## src/rtl/dcsk_rx_word_buffer_if.sv

```systemverilog
// Bit-assembly inputs and word-FIFO drain handshake of the DCSK receive word buffer.
// master drives bits and consumes words; slave is the buffer itself.
interface dcsk_rx_word_buffer_if #(
    parameter int unsigned WORD_W = 32,
    parameter int unsigned ADDR_W = 5,
    parameter int unsigned DEPTH  = 4
);
    logic                       Bit_Load;
    logic [ADDR_W-1:0]          Bit_Addr;
    logic                       Demod_Bit;
    logic                       Word_Done;
    logic                       Flush;
    logic                       Out_Ready;
    logic                       Out_Valid;
    logic [WORD_W-1:0]          Out_Data;
    logic [$clog2(DEPTH):0]     Level;
    logic                       Overflow;
    logic                       Frame_Err;

    modport master (
        output Bit_Load, Bit_Addr, Demod_Bit, Word_Done, Flush, Out_Ready,
        input  Out_Valid, Out_Data, Level, Overflow, Frame_Err
    );

    modport slave (
        input  Bit_Load, Bit_Addr, Demod_Bit, Word_Done, Flush, Out_Ready,
        output Out_Valid, Out_Data, Level, Overflow, Frame_Err
    );
endinterface

```

## src/rtl/dcsk_rx_word_buffer.sv

```systemverilog
// Assembles demodulated bits into words and queues them in a first-word-fall-through FIFO,
// flagging dropped words (overflow) and words committed with the wrong bit count.
module dcsk_rx_word_buffer #(
    parameter int unsigned WORD_W = 32,
    parameter int unsigned ADDR_W = 5,
    parameter int unsigned DEPTH  = 4
) (
    input logic                  Clk,
    input logic                  Rst,
    dcsk_rx_word_buffer_if.slave bus
);
    localparam int unsigned PTR_W = $clog2(DEPTH);
    localparam int unsigned LVL_W = PTR_W + 1;
    localparam int unsigned CNT_W = ADDR_W + 1;
    localparam logic [CNT_W-1:0] CNT_FULL = CNT_W'(WORD_W);
    localparam logic [CNT_W-1:0] CNT_SAT  = CNT_W'(WORD_W + 1);
    localparam logic [LVL_W-1:0] LVL_MAX  = LVL_W'(DEPTH);

    typedef enum logic [1:0] {StEmpty, StNonEmpty, StFull} fifo_state_e;

    logic [WORD_W-1:0] asm_q, asm_d, asm_bypass;
    logic [CNT_W-1:0]  cnt_q, cnt_d, cnt_eff;
    logic              frame_err_q, frame_err_d;
    logic              overflow_q, overflow_d;
    logic [PTR_W-1:0]  wr_ptr_q, wr_ptr_d, rd_ptr_q, rd_ptr_d;
    logic [LVL_W-1:0]  level_q, level_d;
    logic [WORD_W-1:0] mem_q [DEPTH];
    logic              push, pop, wr_en, rd_en;
    fifo_state_e       fifo_state;

    // Same-cycle load is folded into the word so a commit on the last bit loses nothing.
    always_comb begin
        asm_bypass = asm_q;
        cnt_eff    = cnt_q;
        if (bus.Bit_Load) begin
            asm_bypass[bus.Bit_Addr] = bus.Demod_Bit;
            if (cnt_q != CNT_SAT) cnt_eff = cnt_q + 1'b1;
        end
    end

    always_comb begin
        asm_d       = asm_bypass;
        cnt_d       = cnt_eff;
        frame_err_d = frame_err_q;
        if (bus.Flush) begin
            asm_d       = '0;
            cnt_d       = '0;
            frame_err_d = 1'b0;
        end else if (bus.Word_Done) begin
            asm_d = '0;
            cnt_d = '0;
            if (cnt_eff != CNT_FULL) frame_err_d = 1'b1;
        end
    end

    always_comb begin
        fifo_state = StNonEmpty;
        if (level_q == '0) fifo_state = StEmpty;
        else if (level_q == LVL_MAX) fifo_state = StFull;
    end

    assign push = bus.Word_Done;
    assign pop  = (level_q != '0) && bus.Out_Ready;

    always_comb begin
        wr_en      = 1'b0;
        rd_en      = 1'b0;
        overflow_d = overflow_q;
        case (fifo_state)
            StEmpty: wr_en = push;
            StNonEmpty: begin
                wr_en = push;
                rd_en = pop;
            end
            StFull: begin
                // A simultaneous pop frees the slot the push needs.
                rd_en = pop;
                wr_en = push & pop;
                if (push && !pop) overflow_d = 1'b1;
            end
            default: ;
        endcase
        if (bus.Flush) begin
            wr_en      = 1'b0;
            rd_en      = 1'b0;
            overflow_d = 1'b0;
        end

        wr_ptr_d = wr_en ? wr_ptr_q + 1'b1 : wr_ptr_q;
        rd_ptr_d = rd_en ? rd_ptr_q + 1'b1 : rd_ptr_q;
        level_d  = level_q;
        if (wr_en && !rd_en) level_d = level_q + 1'b1;
        else if (rd_en && !wr_en) level_d = level_q - 1'b1;
        if (bus.Flush) begin
            wr_ptr_d = '0;
            rd_ptr_d = '0;
            level_d  = '0;
        end
    end

    always_ff @(posedge Clk or posedge Rst) begin
        if (Rst) begin
            asm_q       <= '0;
            cnt_q       <= '0;
            frame_err_q <= 1'b0;
            overflow_q  <= 1'b0;
            wr_ptr_q    <= '0;
            rd_ptr_q    <= '0;
            level_q     <= '0;
        end else begin
            asm_q       <= asm_d;
            cnt_q       <= cnt_d;
            frame_err_q <= frame_err_d;
            overflow_q  <= overflow_d;
            wr_ptr_q    <= wr_ptr_d;
            rd_ptr_q    <= rd_ptr_d;
            level_q     <= level_d;
        end
    end

    always_ff @(posedge Clk or posedge Rst) begin
        if (Rst) begin
            mem_q <= '{default: '0};
        end else if (wr_en) begin
            mem_q[wr_ptr_q] <= asm_bypass;
        end
    end

    assign bus.Out_Valid = (level_q != '0);
    assign bus.Out_Data  = (level_q != '0) ? mem_q[rd_ptr_q] : '0;
    assign bus.Level     = level_q;
    assign bus.Overflow  = overflow_q;
    assign bus.Frame_Err = frame_err_q;
endmodule

```

## src/flat_wrapper.sv

```systemverilog
// flat-port wrapper written by rule: the top's interface ports become plain ports
module dcsk_rx_word_buffer_flat 
#(
    parameter int unsigned WORD_W = 32,
    parameter int unsigned ADDR_W = 5,
    parameter int unsigned DEPTH  = 4
)
  (Clk, Rst, bus_Bit_Load, bus_Bit_Addr, bus_Demod_Bit, bus_Word_Done, bus_Flush, bus_Out_Ready, bus_Out_Valid, bus_Out_Data, bus_Level, bus_Overflow, bus_Frame_Err);
  dcsk_rx_word_buffer_if #(.WORD_W(WORD_W), .ADDR_W(ADDR_W), .DEPTH(DEPTH)) bus_i ();
  input logic Clk;
  input logic Rst;
  input wire logic [$bits(bus_i.Bit_Load)-1:0] bus_Bit_Load;
  input wire logic [$bits(bus_i.Bit_Addr)-1:0] bus_Bit_Addr;
  input wire logic [$bits(bus_i.Demod_Bit)-1:0] bus_Demod_Bit;
  input wire logic [$bits(bus_i.Word_Done)-1:0] bus_Word_Done;
  input wire logic [$bits(bus_i.Flush)-1:0] bus_Flush;
  input wire logic [$bits(bus_i.Out_Ready)-1:0] bus_Out_Ready;
  output wire logic [$bits(bus_i.Out_Valid)-1:0] bus_Out_Valid;
  output wire logic [$bits(bus_i.Out_Data)-1:0] bus_Out_Data;
  output wire logic [$bits(bus_i.Level)-1:0] bus_Level;
  output wire logic [$bits(bus_i.Overflow)-1:0] bus_Overflow;
  output wire logic [$bits(bus_i.Frame_Err)-1:0] bus_Frame_Err;
  assign bus_i.Bit_Load = bus_Bit_Load;
  assign bus_i.Bit_Addr = bus_Bit_Addr;
  assign bus_i.Demod_Bit = bus_Demod_Bit;
  assign bus_i.Word_Done = bus_Word_Done;
  assign bus_i.Flush = bus_Flush;
  assign bus_i.Out_Ready = bus_Out_Ready;
  assign bus_Out_Valid = bus_i.Out_Valid;
  assign bus_Out_Data = bus_i.Out_Data;
  assign bus_Level = bus_i.Level;
  assign bus_Overflow = bus_i.Overflow;
  assign bus_Frame_Err = bus_i.Frame_Err;
  dcsk_rx_word_buffer #(.WORD_W(WORD_W), .ADDR_W(ADDR_W), .DEPTH(DEPTH)) u_core (.Clk(Clk), .Rst(Rst), .bus(bus_i));
endmodule
```

## config.mk

```make
export PLATFORM = sky130hd
export DESIGN_NAME = dcsk_rx_word_buffer_flat
export DESIGN_NICKNAME = d
export VERILOG_FILES = /design/src/rtl/dcsk_rx_word_buffer_if.sv /design/src/rtl/dcsk_rx_word_buffer.sv /design/src/flat_wrapper.sv
export SDC_FILE = /design/constraint.sdc
export NUM_CORES = 1
export LEC_CHECK = 0
export ABC_AREA = 1
export CORE_ASPECT_RATIO = 0.75
export CORE_MARGIN = 4
export CORE_UTILIZATION = 54
export DETAILED_ROUTE_END_ITERATION = 8
export GPL_TIMING_DRIVEN = 0
export PLACE_DENSITY = 0.76
export RECOVER_POWER = 50
export SETUP_SLACK_MARGIN = 0.1
export SLEW_MARGIN = 20
export SYNTH_ARGS = -nofsm -noshare
export SYNTH_HDL_FRONTEND = slang
export SYNTH_SLANG_ARGS = --single-unit
```

## constraint.sdc

```tcl
create_clock -name Clk -period 5.7 [get_ports Clk]
set_input_delay 0.855 -clock Clk [delete_from_list [all_inputs] [get_ports Clk]]
set_output_delay 0.855 -clock Clk [all_outputs]
set_load 0.005 [all_outputs]
```

==> results.yml, run 1 <==
sta:
  setup_tns_ps: 0
  final.setup_skew_ps: 9.50
  report.final.slew_viol_count: 59
  relSlewSlack: -0.161
  rsz0062_at_grt: "false"
  timing_worst_slew_pin_value_ps: 1740
  timing.final.crit_share: 0.625
  setup_viol: 0
  fin_crit_ps: 3560
  fmax_ghz: 0.281
  hold_violations: 0
cts:
  cts_setup_buffers: 0
  cts_buffers: 17
  cts.sink_count: 175
  clk_pin_slew_worst_paths_ps: 70
  cts-root-buf: "clkbuf_16"
  hold_buffers: 0
  cts_resized: 0
  clkLatencyLatePin_ps: 430
  h-tree-depth: 4
  cts_tree: "yes"
  clockBufferDepth: 2
routing:
  dr.pass1.iters: 7
  drtAntennaViolNets: 0
  wl_um: 20500
  drc: 0
  via_per_inst: 5.50
  wire_per_inst_um: 16.8
  routed-via-count: 6711
  drt_iter0_drc: 556
setup_path:
  cpMaxStageDelayCell: "clkdlybuf4s50_1"
  cp_top_family: "buffers and inverters"
  cp-start-kind: "register"
  crit_arrival_ps: 2710
  cp_common_cell: "clkbuf_1"
  cpPeakStageDelay_ps: 550
  path_max_fanout: 10
  critPathBufInv: 4
  crit_type: "register to primary output"
  end_kind: "primary output"
  path_cells: "inv_2 > clkbuf_1 > clkbuf_1 > o21ai_0 > a21oi_1 > clkdlybuf4s50_1"
  ff2ff_setup_slack_ps: 3550
  worstPathRequired_ps: 4850
layout:
  area_growth_pct: 15.8
  n_antenna_cell: 0
  nNetsFinal: 1026
  fillerInstances: 1264
  final_util: 0.643
  drive_above_1_share: 0.100
synthesis:
  syn_inst: 935
  synth_seq_cells: 175
  avgSynthCellArea_um2: 8.64
  synth_seq_area_share: 0.542
  yosysUniqueCellTypes: 29
  syn_area_mm2: 0.00807
  syn_nets: 954
  ys_warn_count: 0
flow_run:
  drv_cap: 2
grt:
  overflow: 0
  grt_usage: 0.259
  grt_pass1_wl_um: 34700
  grt_pass1_vias: 6732
  antenna_found_initial: 0
  grt_max_degree: 35
floorplan:
  design.core.area_mm2: 0.0145
  io_pins: 50
  die_y_um: 114
  die_x_um: 149
  num_rows: 38
  initial_core_util: 0.555
  die_area_mm2: 0.0170
power:
  power.leakage_nw: 4.13
  total_power_mw: 3.14
  vdd_drop_max_mv: 0.269
  power_density_mw_per_mm2: 336
run_status:
  violations: "capacitance limit, slew limit"
  status: "finished, violations left"
place:
  gp_congestion: 0.838
  dp_hpwl_um: 14100
  portBuffers: 48
hold_path:
  hold_class: "register to register"
==> sequential cells by signal, indices dropped and copies added, names as in the netlist <==
signal and flops:
u_core.bus.Level 3, u_core.cnt_q 6, u_core.bus.Overflow 1, u_core.mem_q 128, u_core.wr_ptr_q 2, u_core.bus.Frame_Err 1
u_core.asm_q 32, u_core.rd_ptr_q 2
==> cell usage in the layout (no fill, tap or decap), types with 7 or more instances in the layout <==
cell type        Yosys  layout
a21oi_1             36      36
buf_1                8       7
buf_2               32      29
clkbuf_1            15      22
clkbuf_16            0      17
clkdlybuf4s50_1      0      43
dfrtp_1            175     175
inv_1               26      25
mux2i_1             12      12
mux2i_2             20      20
nand2_1            189     193
nand3_1             10      10
nor2_1             174     175
nor3_2               7       7
o21ai_0            184     184
o21ai_1             16      16
==> tightest hold or removal path, cell delays in order, from the launching register on <==
cell and delay, ps:
dfrtp_1 340, nand2_1 50, o21ai_0 60
==> stage by stage <==
| step | std cells | instance area, um2 | setup WS [ps] | hold slack [ps] |
|---|---|---|---|---|
| 2_1_floorplan | 935 | 8080 | 2610 | 448 |
| 4_1_cts | 1220 | 9460 | 2150 | 484 |
| 6_report | 1220 | 9350 | 2140 | 479 |
| 3_5_place_dp | 1188 | 8910 | 2630 | 467 |
| 3_3_place_gp | 1183 | 8810 | 1220 | 460 |
| 5_1_grt | 1220 | 9350 | 1870 | 493 |
==> final timing paths <==
| kind | from | end | depth (start not counted) |
|---|---|---|---|
| max | u_core.rd_ptr_q[0]$_DFFE_PP0P_ | bus_Out_Data[30] | 6 |
| min | u_core.mem_q[17]$_DFFE_PP0P_ | u_core.mem_q[17]$_DFFE_PP0P_ | 2 |
| max reg2reg | u_core.bus.Level[2]$_DFFE_PP0P_ | u_core.mem_q[126]$_DFFE_PP0P_ | 9 |
| min reg2reg | u_core.mem_q[17]$_DFFE_PP0P_ | u_core.mem_q[17]$_DFFE_PP0P_ | 2 |
| max in group asynchronous | Rst | u_core.asm_q[31]$_DFF_PP0_ | 3 |
| min in group asynchronous | Rst | u_core.mem_q[69]$_DFFE_PP0P_ | 2 |
==> report_power, final <==
group | switching (mW) | total [mW] | internal, mW
registers | 0.0248 | 1.30 | 1.27
clock network | 0.489 | 1.10 | 0.611
logic | 0.452 | 0.741 | 0.289
==> area by class of cell <==
cell class | instances | area, um2 | share of cell area
inverters | 33 | 128 | 0.0136
plain buffers | 56 | 250 | 0.0268
well taps | 200 | 250 | 0.0268
clock buffers | 18 | 439 | 0.0470
repair buffers | 53 | 532 | 0.0569
clock inverters | 14 | 116 | 0.0124
multi-input cells | 671 | 3260 | 0.348
flip-flops and latches | 175 | 4380 | 0.468
==> logic make-up (layout without fill, tap and decap cells) <==
logic type / Yosys count / in the layout / synth area share
buf+inv: 89 / 174 / 0.0471
compound gates: 237 / 237 / 0.147
simple gates: 392 / 392 / 0.199
flops: 175 / 175 / 0.542
xor+xnor: 3 / 3 / 0.00325
mux: 32 / 32 / 0.0490
fa+ha+maj: 7 / 7 / 0.0118
==> synthesized netlist by cell type (all sizes together) <==
cell    number  share of area
nor3        10          0.013
nor2       175          0.083
clkbuf      15         0.0070
nand3       10         0.0062
dfrtp      175           0.54
or2          1        0.00078
inv         33          0.016
fa           1         0.0025
xor2         1         0.0011
nand4        2         0.0015
o21ai      200           0.12
o22ai        1        0.00078
nand2      194          0.094
xnor2        2         0.0022
buf         41          0.024
ha           6         0.0093
a21oi       36          0.022
mux2i       32          0.049
==> layer usage <==
metal / up-vias / GRT usage / routed length, um
met5: - / 0 / 0
met4: 0 / 0.0720 / 221
met3: 24 / 0.0528 / 1430
met2: 221 / 0.403 / 9470
met1: 3273 / 0.374 / 9400
li1: 3193 / - / -
Note: power is estimated with default switching activity, not from simulation.
==> inputs of run 2 (changes only) <==
- CORE_UTILIZATION: 54 -> 59
- PLACE_DENSITY: 0.76 -> 0.79
- clock period: 5.7 -> 3.5 ns (I/O delays scaled with it)
==> run 2 against run 1 <==
Largest power group unchanged. Cell area rose by 0.24%. Combinational power rose by 65%. Highest routed layer unchanged. Clock skew fell by 0.63 ps. Sequential power rose by 62%. Flip-flop and latch count did not move. Total power rose by 67%. Wire length rose by 1.9%. Global-route usage rose by 2.7 points. The flow now finishes without violations.
==> results.yml, run 2 (same netlist as run 1, synthesis figures left out) <==
floorplan:
  die_area_mm2: 0.0156
  io_pins: 50
  die_y_um: 109
  initial_core_util: 0.612
  design.core.area_mm2: 0.0132
  num_rows: 36
  die_x_um: 143
layout:
  top_regs: "u_core.mem_q x128, u_core.asm_q x32, u_core.cnt_q x6"
  regArea_mm2: 0.00438
  largest_reg_flops: 128
  area_growth_pct: 16.1
  nNetsFinal: 1026
  final_cell_mix: "191 x nand2_1, 184 x o21ai_0, 175 x nor2_1, 175 x dfrtp_1, 44 x clkdlybuf4s50_1"
  final_util: 0.710
  multi_input_area_mm2: 0.00327
  top_register: "u_core.mem_q"
  final_area_mm2: 0.00937
  final_common_cell: "nand2_1"
  drive_above_1_share: 0.105
  fillerInstances: 1060
  n_antenna_cell: 0
power:
  total_power_mw: 5.26
  vdd_drop_max_mv: 0.390
  power_density_mw_per_mm2: 561
  power.leakage_nw: 4.17
setup_path:
  cpPeakStageDelay_ps: 520
  cpMaxStageDelayCell: "clkdlybuf4s50_1"
  critPathBufInv: 4
  end_kind: "primary output"
  path_max_fanout: 10
  cp-start-kind: "register"
  worstPathRequired_ps: 2970
  cp_top_family: "buffers and inverters"
  crit_arrival_ps: 2690
  cp_common_cell: "clkbuf_1"
  crit_type: "register to primary output"
  path_cells: "inv_2 > clkbuf_1 > clkbuf_1 > o21ai_0 > a21oi_1 > clkdlybuf4s50_1"
place:
  place_area_mm2: 0.00887
  dp_hpwl_um: 14000
  gp_congestion: 0.853
  portBuffers: 48
cts:
  cts_buffers: 17
  clkLatencyLatePin_ps: 430
  h-tree-depth: 4
  cts-root-buf: "clkbuf_16"
  clockBufferDepth: 2
  clk_pin_slew_worst_paths_ps: 70
  cts.sink_count: 175
  cts_setup_buffers: 0
  cts_tree: "yes"
grt:
  grt_usage: 0.286
  overflow: 0
  antenna_found_initial: 0
  grt_max_degree: 35
  grt_pass1_wl_um: 34800
  grt_pass1_vias: 6827
routing:
  wl_um: 20900
  drtAntennaViolNets: 0
  wire_per_inst_um: 17.5
  dr.pass1.iters: 5
  drc: 0
  routed-via-count: 6841
  via_per_inst: 5.74
  drt_iter0_drc: 588
sta:
  final.setup_skew_ps: 8.87
  setup_viol: 0
  report.final.slew_viol_count: 0
  rsz0062_at_grt: "false"
  hold_violations: 0
  timing_worst_slew_pin_value_ps: 1340
  fin_crit_ps: 3210
  fmax_ghz: 0.311
  timing.final.crit_share: 0.918
  relSlewSlack: 0.107
hold_path:
  hold_class: "register to register"
run_status:
  status: "completed"
flow_run:
  drv_cap: 0
## run 2: final timing paths
check                                                endpoint                             from  cells past startpoint  slack [ps]
worst max-delay path                         bus_Out_Data[14]   u_core.rd_ptr_q[0]$_DFFE_PP0P_                      6         290
worst min-delay path             u_core.mem_q[71]$_DFFE_PP0P_     u_core.mem_q[71]$_DFFE_PP0P_                      2         480
worst max register to register  u_core.mem_q[108]$_DFFE_PP0P_  u_core.bus.Level[2]$_DFFE_PP0P_                      9        1130
worst min register to register   u_core.mem_q[71]$_DFFE_PP0P_     u_core.mem_q[71]$_DFFE_PP0P_                      2         480
max in group asynchronous          u_core.asm_q[13]$_DFF_PP0_                              Rst                      3         930
min in group asynchronous        u_core.mem_q[69]$_DFFE_PP0P_                              Rst                      2         810
## run 2: repair_timing
action,in CTS,in global routing
resized for setup,0,2
hold buffers,0,0
endpoints found under the setup margin,0,1
## run 2: through the flow
| step | setup WS (ps) | hold slack, ps | setup TNS [ps] | instances |
|---|---|---|---|---|
| 2_1_floorplan | 736 | 448 | 0 | 935 |
| 3_3_place_gp | -650 | 460 | -111170 | 1154 |
| 3_5_place_dp | 720 | 467 | 0 | 1159 |
| 4_1_cts | 242 | 484 | 0 | 1191 |
| 5_1_grt | 150 | 503 | 0 | 1191 |
| 6_report | 287 | 480 | 0 | 1191 |
## run 2: report_power, final
| group | total (mW) | leakage [nW] | internal [mW] | switching [mW] |
|---|---|---|---|---|
| Clock | 1.93 | 0.280 | 1.08 | 0.844 |
| Sequential | 2.11 | 2.43 | 2.07 | 0.0395 |
| Combinational | 1.22 | 1.45 | 0.473 | 0.744 |
| Total | 5.26 | 4.17 | 3.63 | 1.63 |
## run 2: final cells by class
type	instances	area share
inverter	33	0.0136
buffer	56	0.0268
sequential	175	0.467
timing repair buffer	53	0.0570
multi-input combinational	671	0.349
tap	171	0.0228
clock buffer	18	0.0468
clock inverter	14	0.0167
## run 2: layer usage
layer	global-route usage	part of all wire	up-vias	routed length, um
li1	-	-	3203	-
met1	0.399	0.45	3330	9360
met2	0.450	0.46	282	9580
met3	0.0726	0.081	26	1700
met4	0.0821	0.012	0	252
met5	0	0	-	0
## run 2: tightest hold or removal path, cell delays in order, from the launching register on
cell and delay, ps:
dfrtp_1 340, nand2_1 50, o21ai_0 60
